**src/rtl/vga_timing_if.sv**
```systemverilog
// Video-side bundle of the VGA timing generator: raster position, strobes,
// syncs and the colour path to and from the renderer.
interface vga_timing_if #(
  parameter int RGB_W = 3
);
  logic             pix_ce;
  logic [9:0]       x;
  logic [9:0]       y;
  logic             de;
  logic             line_strobe;
  logic             frame_strobe;
  logic [RGB_W-1:0] pixel_rgb;
  logic             hsync;
  logic             vsync;
  logic [RGB_W-1:0] rgb;

  modport master (
    output pix_ce, x, y, de, line_strobe, frame_strobe, hsync, vsync, rgb,
    input  pixel_rgb
  );

  modport slave (
    input  pix_ce, x, y, de, line_strobe, frame_strobe, hsync, vsync, rgb,
    output pixel_rgb
  );
endinterface

```
**src/rtl/vga_timing_gen.sv**
```systemverilog
// Parametrised VGA raster timing generator with pixel-clock prescaler,
// programmable sync polarity and renderer-latency compensation.
module vga_timing_gen #(
  parameter int H_ACTIVE = 640,
  parameter int H_FP     = 24,
  parameter int H_SYNC   = 40,
  parameter int H_BP     = 128,
  parameter int V_ACTIVE = 480,
  parameter int V_FP     = 9,
  parameter int V_SYNC   = 3,
  parameter int V_BP     = 28,
  parameter int H_POL    = 0,
  parameter int V_POL    = 0,
  parameter int CLK_DIV  = 1,
  parameter int LATENCY  = 0,
  parameter int RGB_W    = 3
) (
  input logic          clk,
  input logic          reset,
  vga_timing_if.master vif
);

  localparam int H_TOTAL = H_ACTIVE + H_FP + H_SYNC + H_BP;
  localparam int V_TOTAL = V_ACTIVE + V_FP + V_SYNC + V_BP;

  localparam logic [9:0]  H_LAST   = 10'(H_TOTAL - 1);
  localparam logic [9:0]  V_LAST   = 10'(V_TOTAL - 1);
  localparam logic [10:0] H_ACT    = 11'(H_ACTIVE);
  localparam logic [10:0] V_ACT    = 11'(V_ACTIVE);
  localparam logic [9:0]  HS_FIRST = 10'(H_ACTIVE + H_FP);
  localparam logic [9:0]  HS_LAST  = 10'(H_ACTIVE + H_FP + H_SYNC - 1);
  localparam logic [9:0]  VS_FIRST = 10'(V_ACTIVE + V_FP);
  localparam logic [9:0]  VS_LAST  = 10'(V_ACTIVE + V_FP + V_SYNC - 1);
  localparam logic [3:0]  DIV_LAST = 4'(CLK_DIV - 1);
  localparam logic        HS_ON    = 1'(H_POL);
  localparam logic        VS_ON    = 1'(V_POL);

  generate
    if (H_TOTAL > 1024 || V_TOTAL > 1024) begin : g_bad_total
      $error("vga_timing_gen: H_TOTAL and V_TOTAL must fit 10-bit counters");
    end
    if (CLK_DIV < 1 || CLK_DIV > 16) begin : g_bad_div
      $error("vga_timing_gen: CLK_DIV must be 1..16");
    end
    if (LATENCY < 0 || LATENCY > 7) begin : g_bad_lat
      $error("vga_timing_gen: LATENCY must be 0..7");
    end
  endgenerate

  logic [3:0]       div_q, div_d;
  logic             pix_ce_q, pix_ce_d;
  logic [9:0]       x_q, x_d;
  logic [9:0]       y_q, y_d;
  logic             hsync_q, hsync_d;
  logic             vsync_q, vsync_d;
  logic [RGB_W-1:0] rgb_q, rgb_d;

  logic             de_raw, hs_raw, vs_raw;
  logic [2:0]       raw_vec, del_vec;

  // Prescaler and raster counters; the strobe is registered so x/y step on the clk after the divider wraps.
  always_comb begin
    div_d    = (div_q == DIV_LAST) ? 4'd0 : div_q + 4'd1;
    pix_ce_d = (div_q == DIV_LAST);
    x_d      = x_q;
    y_d      = y_q;
    if (pix_ce_q) begin
      if (x_q == H_LAST) begin
        x_d = 10'd0;
        y_d = (y_q == V_LAST) ? 10'd0 : y_q + 10'd1;
      end else begin
        x_d = x_q + 10'd1;
      end
    end
  end

  assign de_raw  = ({1'b0, x_q} < H_ACT) && ({1'b0, y_q} < V_ACT);
  assign hs_raw  = (x_q >= HS_FIRST) && (x_q <= HS_LAST);
  assign vs_raw  = (y_q >= VS_FIRST) && (y_q <= VS_LAST);
  assign raw_vec = {hs_raw, vs_raw, de_raw};

  generate
    if (LATENCY == 0) begin : g_no_delay
      assign del_vec = raw_vec;
    end else begin : g_delay
      logic [2:0] sr_q [LATENCY];
      logic [2:0] sr_d [LATENCY];

      // Shift the {hsync, vsync, enable} triple one stage per pixel tick to match renderer latency.
      always_comb begin
        sr_d = sr_q;
        if (pix_ce_q) begin
          sr_d[0] = raw_vec;
          for (int i = 1; i < LATENCY; i++) begin
            sr_d[i] = sr_q[i-1];
          end
        end
      end

      // Delay-line storage, cleared to inactive syncs and blanked enable.
      always_ff @(posedge clk) begin
        if (!reset) begin
          for (int i = 0; i < LATENCY; i++) begin
            sr_q[i] <= 3'b000;
          end
        end else begin
          sr_q <= sr_d;
        end
      end

      assign del_vec = sr_q[LATENCY-1];
    end
  endgenerate

  // Final output stage: apply sync polarity and blank colour outside the delayed active area.
  always_comb begin
    hsync_d = hsync_q;
    vsync_d = vsync_q;
    rgb_d   = rgb_q;
    if (pix_ce_q) begin
      hsync_d = del_vec[2] ? HS_ON : ~HS_ON;
      vsync_d = del_vec[1] ? VS_ON : ~VS_ON;
      rgb_d   = del_vec[0] ? vif.pixel_rgb : '0;
    end
  end

  // State registers with synchronous active-low reset.
  always_ff @(posedge clk) begin
    if (!reset) begin
      div_q    <= 4'd0;
      pix_ce_q <= 1'b0;
      x_q      <= 10'd0;
      y_q      <= 10'd0;
      hsync_q  <= ~HS_ON;
      vsync_q  <= ~VS_ON;
      rgb_q    <= '0;
    end else begin
      div_q    <= div_d;
      pix_ce_q <= pix_ce_d;
      x_q      <= x_d;
      y_q      <= y_d;
      hsync_q  <= hsync_d;
      vsync_q  <= vsync_d;
      rgb_q    <= rgb_d;
    end
  end

  assign vif.pix_ce       = pix_ce_q;
  assign vif.x            = x_q;
  assign vif.y            = y_q;
  assign vif.de           = de_raw;
  assign vif.line_strobe  = pix_ce_q && (x_q == H_LAST);
  assign vif.frame_strobe = pix_ce_q && (x_q == H_LAST) && (y_q == V_LAST);
  assign vif.hsync        = hsync_q;
  assign vif.vsync        = vsync_q;
  assign vif.rgb          = rgb_q;

endmodule

```
**src/flat_wrapper.sv**
```systemverilog
// flat-port wrapper written by rule: the top's interface ports become plain ports
module vga_timing_gen_flat 
#(
  parameter int H_ACTIVE = 640,
  parameter int H_FP     = 24,
  parameter int H_SYNC   = 40,
  parameter int H_BP     = 128,
  parameter int V_ACTIVE = 480,
  parameter int V_FP     = 9,
  parameter int V_SYNC   = 3,
  parameter int V_BP     = 28,
  parameter int H_POL    = 0,
  parameter int V_POL    = 0,
  parameter int CLK_DIV  = 1,
  parameter int LATENCY  = 0,
  parameter int RGB_W    = 3
)
  (clk, reset, vif_pix_ce, vif_x, vif_y, vif_de, vif_line_strobe, vif_frame_strobe, vif_hsync, vif_vsync, vif_rgb, vif_pixel_rgb);
  vga_timing_if #(.RGB_W(RGB_W)) vif_i ();
  input logic clk;
  input logic reset;
  output wire logic [$bits(vif_i.pix_ce)-1:0] vif_pix_ce;
  output wire logic [$bits(vif_i.x)-1:0] vif_x;
  output wire logic [$bits(vif_i.y)-1:0] vif_y;
  output wire logic [$bits(vif_i.de)-1:0] vif_de;
  output wire logic [$bits(vif_i.line_strobe)-1:0] vif_line_strobe;
  output wire logic [$bits(vif_i.frame_strobe)-1:0] vif_frame_strobe;
  output wire logic [$bits(vif_i.hsync)-1:0] vif_hsync;
  output wire logic [$bits(vif_i.vsync)-1:0] vif_vsync;
  output wire logic [$bits(vif_i.rgb)-1:0] vif_rgb;
  input wire logic [$bits(vif_i.pixel_rgb)-1:0] vif_pixel_rgb;
  assign vif_pix_ce = vif_i.pix_ce;
  assign vif_x = vif_i.x;
  assign vif_y = vif_i.y;
  assign vif_de = vif_i.de;
  assign vif_line_strobe = vif_i.line_strobe;
  assign vif_frame_strobe = vif_i.frame_strobe;
  assign vif_hsync = vif_i.hsync;
  assign vif_vsync = vif_i.vsync;
  assign vif_rgb = vif_i.rgb;
  assign vif_i.pixel_rgb = vif_pixel_rgb;
  vga_timing_gen #(.H_ACTIVE(H_ACTIVE), .H_FP(H_FP), .H_SYNC(H_SYNC), .H_BP(H_BP), .V_ACTIVE(V_ACTIVE), .V_FP(V_FP), .V_SYNC(V_SYNC), .V_BP(V_BP), .H_POL(H_POL), .V_POL(V_POL), .CLK_DIV(CLK_DIV), .LATENCY(LATENCY), .RGB_W(RGB_W)) u_core (.clk(clk), .reset(reset), .vif(vif_i));
endmodule
```
**config.mk**
```make
export PLATFORM = sky130hd
export DESIGN_NAME = vga_timing_gen_flat
export DESIGN_NICKNAME = d
export VERILOG_FILES = /design/src/rtl/vga_timing_if.sv /design/src/rtl/vga_timing_gen.sv /design/src/flat_wrapper.sv
export SDC_FILE = /design/constraint.sdc
export NUM_CORES = 1
export LEC_CHECK = 0
export ABC_AREA = 1
export BUFFER_PORTS_ARGS = -buffer_cell sky130_fd_sc_hd__buf_4
export CORE_MARGIN = 10
export CORE_UTILIZATION = 25
export DETAILED_ROUTE_END_ITERATION = 12
export GPL_ROUTABILITY_DRIVEN = 0
export PLACE_DENSITY = 0.4
export SLEW_MARGIN = 20
export SYNTH_ARGS = -nofsm -noshare
export SYNTH_HDL_FRONTEND = slang
export SYNTH_SLANG_ARGS = --single-unit
```
**constraint.sdc**
```tcl
create_clock -name clk -period 2.5 [get_ports clk]
set_clock_uncertainty 0.1 [all_clocks]
set_input_delay 0.375 -clock clk [delete_from_list [all_inputs] [get_ports clk]]
set_output_delay 0.375 -clock clk [all_outputs]
set_load 0.005 [all_outputs]
```
Yosys cells after proc, flatten, opt, wreduce, memory -nomap -nowiden --
Cells that the tools add are included.
Cells by class: $add $sub $neg 3, $lt $le $gt $ge 6, eq/ne operators 2, multiplexer cells 5, bitwise logic cells 1, reduce and logical (&&, ||, !) cells 8
Operators by type and width (count):
- adder 10 x 1 -> 10 bit, second input constant | 2
- == test 10 bit, second input constant | 2
- two-way mux 10 bit | 2
- greater-or-equal comparator 10 bit, second input constant | 1
- greater-or-equal comparator 10 x 9 -> 1 bit, second input constant | 1
- less-or-equal comparator 10 bit, second input constant | 1
- less-or-equal comparator 10 x 9 -> 1 bit, second input constant | 1
- less-than comparator 10 bit, second input constant | 1
- less-than comparator 10 x 9 -> 1 bit, second input constant | 1
- logical AND 1 bit | 5
- adder 4 x 1 -> 4 bit, second input constant | 1
- zero test 4 bit | 1
- two-way mux 3 bit | 1
- two-way mux 1 bit | 2
- AND reduction 2 bit | 1
- OR reduction 2 bit | 1
- inverter 1 bit | 1
Word-level totals: register bits 30, input bits 5, output and inout bits 29, word-level logic and storage cells 32

Logic depth before layout (Yosys ltp) --
Gate-level depths: netlist (run 1).
depth in word-level cells 3, mapped depth 9, gate-level depth less buffers 9

Worst setup path after synthesis (run 1) --
Ideal clock, no wire load.
kind reg2out, from reg u_core.x_q[0] (netlist: u_core.vif.x[0]), to out vif_frame_strobe, arrival 1202 ps, slack 823 ps, cell stages (with the launch flop) 8, cell sequence dfxtp_1 ha_1 nand3_2 nor2_4 nand3_4 inv_4 nand2_2 inv_1
On the way: word-level cells in the longest chain between the ends 3
Ends and longest elaborated chain:
- start: declaration | line vga_timing_gen.sv:52 | logic [9:0] x_q, x_d;
- start signal: assignment | line vga_timing_gen.sv:132 | x_q <= 10'd0;
- start signal: assignment | line vga_timing_gen.sv:140 | x_q <= x_d;
- == test 10 bit
- logical AND 1 bit
- named net vif_line_strobe | line flat_wrapper.sv:26 | output wire logic [$bits(vif_i.line_strobe)-1:0] vif_line_strobe;
- logical AND 1 bit | line vga_timing_gen.sv:153 | assign vif.frame_strobe = pix_ce_q && (x_q == H_LAST) && (y_q == V_LAST);
- end: declaration | line flat_wrapper.sv:27 | output wire logic [$bits(vif_i.frame_strobe)-1:0] vif_frame_strobe;
The timed path passes the listed nets, and every way through them passes these cells.

Worst setup path after layout (run 1) --
from reg u_core.x_q[0] (netlist: u_core.vif.x[0]), to out vif_frame_strobe
On the way: word-level cells in the longest chain between the ends 3
Ends and longest elaborated chain (line):
- == test 10 bit | vga_timing_gen.sv:153
- logical AND 1 bit (2 in series) | vga_timing_gen.sv:153
Every way passes these cells.

==> results of run 1 <==
## per-layer routing
| metal | track usage [%] | share of wire, % |
|---|---|---|
| met5 | 0 | 0 |
| met4 | 2.935 | 0.94 |
| met3 | 3.224 | 6.2 |
| met2 | 15.68 | 46 |
| met1 | 11.19 | 47 |
## power by group through the flow
stage,clock (µW),sequential [µW],combinational (µW)
floorplan,0,503,26.8
global placement,0,503,54.4
detailed placement,0,503,53.8
CTS,644,492,54.5
global route,666,493,59.5
finish,634,492,52.4
## final timing paths
path / start / endpoint / slack, ns
setup / recovery: u_core.vif.x[0] / vif_frame_strobe / 0.33
hold / removal: vif_pixel_rgb[1] / u_core.vif.rgb[1] / 0.28
setup reg to reg: u_core.vif.x[0] / u_core.vif.y[0] / 0.89
hold reg to reg: u_core.div_q[0] / u_core.div_q[0] / 0.37
## flip-flops by register name (all words and copies together) (netlist names)
name and count:
u_core.vif.y 10, u_core.vif.pix_ce 1, u_core.vif.rgb 3, u_core.vif.x 10, u_core.vif.hsync 1, u_core.div_q 4
u_core.vif.vsync 1
## metrics by stage
stage | setup WS [ns] | hold WS, ns
2_1_floorplan | 0.8235 | 0.3297
3_3_place_gp | 0.6762 | 0.3495
3_5_place_dp | 0.6372 | 0.3598
4_1_cts | 0.3064 | 0.2795
5_1_grt | 0.1706 | 0.2862
6_report | 0.3278 | 0.2809
## worst register-to-register path, delay by kind of cell, from the launching register on
| family | cells | cell delay, ns |
|---|---|---|
| AND/OR/NAND/NOR | 3 | 0.45 |
| flip-flops | 1 | 0.39 |
| AO/OA/AOI/OAI | 1 | 0.23 |
| adder cells (fa/ha/maj) | 1 | 0.21 |
| buffers and inverters | 1 | 0.12 |
## logic make-up after synthesis
group / Yosys count / synth area share, %
and+or+nand+nor: 123 / 36.76
DFF: 30 / 37.07
AOI/OAI and AO/OA: 29 / 9.807
xor gates and xnor gates: 5 / 2.703
buffers and inverters: 36 / 9.035
adders and majority gates: 6 / 4.633
## cells in the mapped netlist, drive strengths merged
master | instances | area share [%]
a21oi | 17 | 5.3
and3 | 1 | 0.39
buf | 2 | 1.0
clkbuf | 2 | 0.46
dfxtp | 30 | 37
ha | 6 | 4.6
inv | 32 | 7.6
nand2 | 52 | 14
nand3 | 19 | 7.3
nand3b | 1 | 0.46
nand4 | 7 | 2.7
nor2 | 37 | 10
nor3 | 5 | 1.9
o21ai | 11 | 3.9
o21bai | 1 | 0.69
or2 | 1 | 0.39
xnor2 | 3 | 1.6
xor2 | 2 | 1.1
## area by class of cell
type / instances / area share [%]
repair buffers: 34 / 12.21
multi-input cells: 163 / 41.77
clock inverters: 2 / 2.873
inverters: 32 / 5.865
well taps: 77 / 4.608
flip-flops and latches: 30 / 28.73
clock buffers: 6 / 3.950
==> metrics.txt, run 1 <==
# TYPE chip_impl_metric gauge
chip_impl_info{name="worstSetupStartpointType",value="flip-flop"} 1
chip_impl_metric{name="design.die.area",unit="mm²"} 0.01010
chip_impl_metric{name="route.detailed.drc",unit=""} 0
chip_impl_metric{name="first_global_vias",unit=""} 1546
chip_impl_metric{name="placed_instances",unit=""} 336
chip_impl_metric{name="antenna-diode-count",unit=""} 0
chip_impl_metric{name="cts-hold-fix-buffers",unit=""} 0
chip_impl_metric{name="layout.nets",unit=""} 277
chip_impl_info{name="rsz0062_at_grt",value="false"} 1
chip_impl_metric{name="netlist-cell-type-count",unit=""} 29
chip_impl_metric{name="timing.hold.worst_path_depth",unit=""} 3
chip_impl_metric{name="comb_power_share",unit="%"} 4.4
chip_impl_metric{name="clock_sink_count",unit=""} 30
chip_impl_metric{name="clk-insertion-delay-late",unit="ns"} 0.29
chip_impl_metric{name="timing.critical_path.slowest_cell_delay",unit="ns"} 0.39
chip_impl_metric{name="n_fill_cell",unit=""} 722
chip_impl_info{name="path_class",value="flip-flop to output pin"} 1
chip_impl_metric{name="worst_margin_pin_slew",unit="ns"} 0.5214
chip_impl_metric{name="wl_per_cell",unit="µm"} 13.54
chip_impl_metric{name="cap_viol_max_count",unit=""} 0
chip_impl_metric{name="final-max-slew-violation-count",unit=""} 0
chip_impl_metric{name="grt_overflow_total",unit=""} 0
chip_impl_metric{name="final_setup_vio_count",unit=""} 0
chip_impl_metric{name="syn-mean-instance-area",unit="µm²"} 7.076
chip_impl_metric{name="seqCellArea",unit="µm²"} 600.6
chip_impl_info{name="cts_tree",value="built"} 1
chip_impl_metric{name="firstDrtPassIters",unit=""} 4
chip_impl_metric{name="utilization",unit="%"} 33.12
chip_impl_metric{name="worst-path-max-fanout",unit=""} 8
chip_impl_metric{name="cts-buffers-inserted",unit=""} 5
chip_impl_metric{name="floorplan.initialDensity",unit="%"} 25.66
chip_impl_metric{name="postSynthRegisterBits",unit=""} 30
chip_impl_metric{name="multi_input_comb_area",unit="µm²"} 873.3
chip_impl_metric{name="total_stage_count_of_the_critical_path",unit=""} 8
chip_impl_metric{name="finalCriticalPeriod",unit="ns"} 2.172
chip_impl_metric{name="coreArea",unit="mm²"} 0.006314
chip_impl_metric{name="fin_setup_tns",unit="ns"} 0
chip_impl_info{name="mostFrequentLayoutCells",value="46 x sky130_fd_sc_hd__nand2_1, 34 x sky130_fd_sc_hd__buf_4, 31 x sky130_fd_sc_hd__nor2_1, 30 x sky130_fd_sc_hd__dfxtp_1, 28 x sky130_fd_sc_hd__inv_1"} 1
chip_impl_metric{name="cellLeakagePower",unit="µW"} 0.0008852
chip_impl_metric{name="fmax",unit="GHz"} 0.4604
chip_impl_metric{name="power.share.clock",unit="%"} 53.8
chip_impl_metric{name="ys_seq_area_share",unit="%"} 37.07
chip_impl_metric{name="pin_count_of_the_biggest_net_entering_global_routing",unit=""} 14
chip_impl_metric{name="grt_usage",unit="%"} 9.455
chip_impl_metric{name="syn-instance-count",unit=""} 229
chip_impl_metric{name="antenna_left",unit=""} 0
chip_impl_metric{name="number_of_buffer_cells_added_on_primary_ports",unit=""} 33
chip_impl_metric{name="ioPinCount",unit=""} 34
chip_impl_metric{name="timing.final.hold_violations",unit=""} 0
chip_impl_metric{name="power.density",unit="mW/mm²"} 563.6
chip_impl_info{name="mostFrequentLayoutCell",value="sky130_fd_sc_hd__nand2_1"} 1
chip_impl_metric{name="syn_area",unit="mm²"} 0.001620
chip_impl_metric{name="timing.critical_path.buf_inv",unit=""} 3
chip_impl_metric{name="clk_pin_slew",unit="ns"} 0.07
chip_impl_metric{name="cts_setup_buffers",unit=""} 0
chip_impl_metric{name="dp_hpwl",unit="mm"} 3.524
chip_impl_metric{name="die_x",unit="µm"} 100.5
chip_impl_metric{name="postSynthNetCount",unit=""} 240
chip_impl_metric{name="drt-vias-per-instance",unit=""} 4.456
chip_impl_metric{name="postRouteWirelength",unit="mm"} 4.658
chip_impl_info{name="worst_path_max_delay_cell",value="sky130_fd_sc_hd__dfxtp_1"} 1
chip_impl_metric{name="share_of_the_clock_period_used_by_the_worst_path",unit="%"} 86.89
chip_impl_info{name="run_status",value="finished, final reports clean"} 1
chip_impl_metric{name="worst_ep_arrival_time",unit="ns"} 1.70
chip_impl_metric{name="die_h",unit="µm"} 100.5
chip_impl_metric{name="max_slew_margin_vs_limit",unit="%"} 65.20
chip_impl_info{name="min_path_type",value="input port to flip-flop"} 1
chip_impl_info{name="path_cells",value="ha_1, nand3_2, nor2_4, nand3_4, inv_4, nand2_2, inv_1, buf_4"} 1
chip_impl_metric{name="fin_cells",unit=""} 344
chip_impl_metric{name="grt_antenna_before_repair",unit=""} 0
chip_impl_metric{name="worst_ep_required_time",unit="ns"} 2.03
chip_impl_metric{name="dpl_cell_area",unit="mm²"} 0.001948
chip_impl_info{name="path_delay_family",value="simple AND/OR/NAND/NOR gates"} 1
chip_impl_metric{name="drt_first_iter_violations",unit=""} 43
chip_impl_metric{name="p_seq_share",unit="%"} 41.8
chip_impl_metric{name="synthesis.yosys.warnings",unit=""} 0
chip_impl_metric{name="clock_tree.buffer_depth",unit=""} 2
chip_impl_metric{name="first_pass_grt_wire_length",unit="mm"} 7.645
chip_impl_metric{name="area_growth_syn_to_layout",unit="%"} 29.04
chip_impl_metric{name="power.net_switching",unit="µW"} 243.6
chip_impl_metric{name="cell_internal_pwr",unit="µW"} 934.9
chip_impl_metric{name="total_power",unit="µW"} 1178
chip_impl_metric{name="vias",unit=""} 1533
chip_impl_metric{name="peak_supply_drop",unit="mV"} 0.2102
chip_impl_info{name="crit_path_end_kind",value="output pin"} 1
chip_impl_info{name="cell_at_the_root_of_the_clock_tree",value="sky130_fd_sc_hd__clkbuf_8"} 1
chip_impl_metric{name="power.share.switching",unit="%"} 20.67
chip_impl_metric{name="row_count",unit=""} 29
chip_impl_metric{name="post_cts.resized_instances",unit=""} 0
chip_impl_metric{name="worst-r2r-cell-count",unit=""} 6
chip_impl_metric{name="layout-drive-gt1-share",unit="%"} 24.72
chip_impl_metric{name="post_route_cell_area",unit="mm²"} 0.002091
chip_impl_metric{name="clock_tree.htree_level_count",unit=""} 2
(Power assumes the default switching activity.)
==> inputs of run 2 (changes only) <==
--- a/config.mk
+++ b/config.mk
@@ -7,7 +7,7 @@
 export LEC_CHECK = 0
 export ABC_AREA = 1
 export BUFFER_PORTS_ARGS = -buffer_cell sky130_fd_sc_hd__buf_4
-export CORE_MARGIN = 10
+export CORE_MARGIN = 3
 export CORE_UTILIZATION = 25
 export DETAILED_ROUTE_END_ITERATION = 12
 export GPL_ROUTABILITY_DRIVEN = 0
==> metrics.txt, run 2 (synthesized netlist as in run 1, its figures left out) <==
# TYPE chip_impl_metric gauge
chip_impl_metric{name="cts-hold-fix-buffers",unit=""} 0
chip_impl_metric{name="firstDrtPassIters",unit=""} 4
chip_impl_metric{name="vias",unit=""} 1488
chip_impl_metric{name="fin_cells",unit=""} 342
chip_impl_metric{name="final.hold.worst_slack",unit="ns"} 0.2761
chip_impl_metric{name="die_h",unit="µm"} 86.51
chip_impl_metric{name="peak_supply_drop",unit="mV"} 0.2020
chip_impl_metric{name="clock_tree.htree_level_count",unit=""} 2
chip_impl_metric{name="floorplan.initialDensity",unit="%"} 26.58
chip_impl_metric{name="postRouteWirelength",unit="mm"} 4.290
chip_impl_info{name="worst_path_max_delay_cell",value="sky130_fd_sc_hd__dfxtp_1"} 1
chip_impl_metric{name="placed_instances",unit=""} 334
chip_impl_metric{name="grt_antenna_before_repair",unit=""} 0
chip_impl_metric{name="first_global_vias",unit=""} 1445
chip_impl_metric{name="final_setup_vio_count",unit=""} 0
chip_impl_metric{name="timing.hold.worst_path_depth",unit=""} 3
chip_impl_metric{name="design.die.area",unit="mm²"} 0.007483
chip_impl_metric{name="drt_first_iter_violations",unit=""} 52
chip_impl_metric{name="power.density",unit="mW/mm²"} 471.9
chip_impl_metric{name="post_cts.resized_instances",unit=""} 0
chip_impl_metric{name="fmax",unit="GHz"} 0.4628
chip_impl_info{name="hp-start",value="vif_pixel_rgb[0]"} 1
chip_impl_metric{name="finalCriticalPeriod",unit="ns"} 2.161
chip_impl_metric{name="drt-vias-per-instance",unit=""} 4.351
chip_impl_metric{name="timing.critical_path.slowest_cell_delay",unit="ns"} 0.39
chip_impl_metric{name="number_of_buffer_cells_added_on_primary_ports",unit=""} 33
chip_impl_metric{name="die_x",unit="µm"} 86.51
chip_impl_metric{name="cts_setup_buffers",unit=""} 0
chip_impl_info{name="worstSetupStartpointType",value="flip-flop"} 1
chip_impl_metric{name="max_slew_margin_vs_limit",unit="%"} 66.60
chip_impl_metric{name="first_pass_grt_wire_length",unit="mm"} 7.044
chip_impl_metric{name="layout-drive-gt1-share",unit="%"} 24.72
chip_impl_metric{name="fin_setup_tns",unit="ns"} 0
chip_impl_metric{name="cellLeakagePower",unit="µW"} 0.0008610
chip_impl_info{name="crit_path_end_kind",value="output pin"} 1
chip_impl_metric{name="clk_pin_slew",unit="ns"} 0.07
chip_impl_metric{name="layout.nets",unit=""} 277
chip_impl_metric{name="worst-path-max-fanout",unit=""} 8
chip_impl_info{name="reg2reg_from",value="u_core.vif.x[0]"} 1
chip_impl_metric{name="worst-r2r-cell-count",unit=""} 6
chip_impl_info{name="run_status",value="finished, final reports clean"} 1
chip_impl_metric{name="clk-insertion-delay-late",unit="ns"} 0.29
chip_impl_info{name="cell_at_the_root_of_the_clock_tree",value="sky130_fd_sc_hd__clkbuf_8"} 1
chip_impl_metric{name="antenna-diode-count",unit=""} 0
chip_impl_metric{name="worst_ep_arrival_time",unit="ns"} 1.69
chip_impl_metric{name="cts-buffers-inserted",unit=""} 5
chip_impl_metric{name="coreArea",unit="mm²"} 0.006096
chip_impl_info{name="mostFrequentLayoutCells",value="46 x sky130_fd_sc_hd__nand2_1, 34 x sky130_fd_sc_hd__buf_4, 31 x sky130_fd_sc_hd__nor2_1, 30 x sky130_fd_sc_hd__dfxtp_1, 28 x sky130_fd_sc_hd__inv_1"} 1
chip_impl_metric{name="worst_margin_pin_slew",unit="ns"} 0.4958
chip_impl_info{name="rsz0062_at_grt",value="false"} 1
chip_impl_metric{name="area_growth_syn_to_layout",unit="%"} 25.95
chip_impl_metric{name="dpl_cell_area",unit="mm²"} 0.001946
chip_impl_info{name="min_path_type",value="input port to flip-flop"} 1
chip_impl_metric{name="share_of_the_clock_period_used_by_the_worst_path",unit="%"} 86.43
chip_impl_metric{name="final-max-slew-violation-count",unit=""} 0
chip_impl_info{name="critical_path.startpoint",value="u_core.vif.x[0]"} 1
chip_impl_metric{name="timing.final.hold_violations",unit=""} 0
chip_impl_metric{name="reg2reg_setup_slack",unit="ns"} 0.90
chip_impl_metric{name="clock_sink_count",unit=""} 30
chip_impl_info{name="cts_tree",value="built"} 1
chip_impl_info{name="mostFrequentLayoutCell",value="sky130_fd_sc_hd__nand2_1"} 1
chip_impl_metric{name="post_route_cell_area",unit="mm²"} 0.002041
chip_impl_metric{name="clock_tree.buffer_depth",unit=""} 2
chip_impl_metric{name="route.detailed.drc",unit=""} 0
chip_impl_metric{name="antenna_left",unit=""} 0
chip_impl_metric{name="grt_overflow_total",unit=""} 0
chip_impl_info{name="hold-path-endpoint",value="u_core.vif.rgb[0]"} 1
chip_impl_info{name="r2r_end",value="u_core.vif.y[0]"} 1
chip_impl_metric{name="wl_per_cell",unit="µm"} 12.54
chip_impl_metric{name="pin_count_of_the_biggest_net_entering_global_routing",unit=""} 14
chip_impl_metric{name="dp_hpwl",unit="mm"} 3.283
chip_impl_metric{name="grt_usage",unit="%"} 12.30
chip_impl_metric{name="cap_viol_max_count",unit=""} 0
chip_impl_info{name="path_class",value="flip-flop to output pin"} 1
chip_impl_metric{name="ioPinCount",unit=""} 34
chip_impl_info{name="path_cells",value="ha_1, nand3_2, nor2_4, nand3_4, inv_4, nand2_2, inv_1, buf_4"} 1
chip_impl_metric{name="worst_ep_required_time",unit="ns"} 2.03
chip_impl_metric{name="row_count",unit=""} 28
[run 2: cell count changes in the layout (fill, tap and decap cells not counted)]
| cell | previous run | this run |
|---|---|---|
| sky130_fd_sc_hd__bufinv_16 | 2 | 0 |
| sky130_fd_sc_hd__clkinv_2 | 0 | 1 |
| sky130_fd_sc_hd__clkinvlp_4 | 0 | 1 |
[run 2: worst max path at each step]
stage / end / slack [ns]
final: vif_frame_strobe / 0.34
after global routing: vif_frame_strobe / 0.17
after CTS: vif_frame_strobe / 0.30
after detailed placement: vif_frame_strobe / 0.63
after global placement: vif_frame_strobe / 0.68
after floorplan: vif_frame_strobe / 0.82
[run 2: layout make-up]
type | count | area [µm²]
sequential | 30 | 600.6
inverter | 32 | 122.6
fill | 694 | 4055
clock buffer | 6 | 82.58
multi-input combinational | 163 | 873.3
clock inverter | 2 | 12.51
tap | 75 | 93.84
timing repair buffer | 34 | 255.2
[run 2: report_power, final]
group | internal (µW) | leakage [µW] | switching (µW)
clock | 221 | 0.0000472 | 199
combinational | 23.4 | 0.000570 | 27.9
sequential | 486 | 0.000244 | 5.67
total | 731 | 0.000861 | 232
[run 2: critical path: cells and delay by family, from the launching register on]
| family | cells | cell delay [ns] |
|---|---|---|
| AND/OR/NAND/NOR | 4 | 0.53 |
| flip-flops | 1 | 0.39 |
| buffers and inverters | 3 | 0.27 |
| adder cells (fa/ha/maj) | 1 | 0.20 |
[run 2: layer usage]
metal	GRT usage [%]	wire [µm]	part of all wire [%]
met1	16.07	2171	51
met2	18.98	1798	42
met3	3.707	233	5.4
met4	4.816	87	2.0
met5	0	0	0
[run 2: stage by stage]
step	worst slack [ns]	total power, µW	util, %
detailed placement	0.6309	555.8	31.92
global route	0.1722	1012	33.48
CTS	0.3010	983.1	33.48
finish	0.3393	963.1	33.48
floorplan	0.8235	530.0	-
global placement	0.6813	556.5	31.92
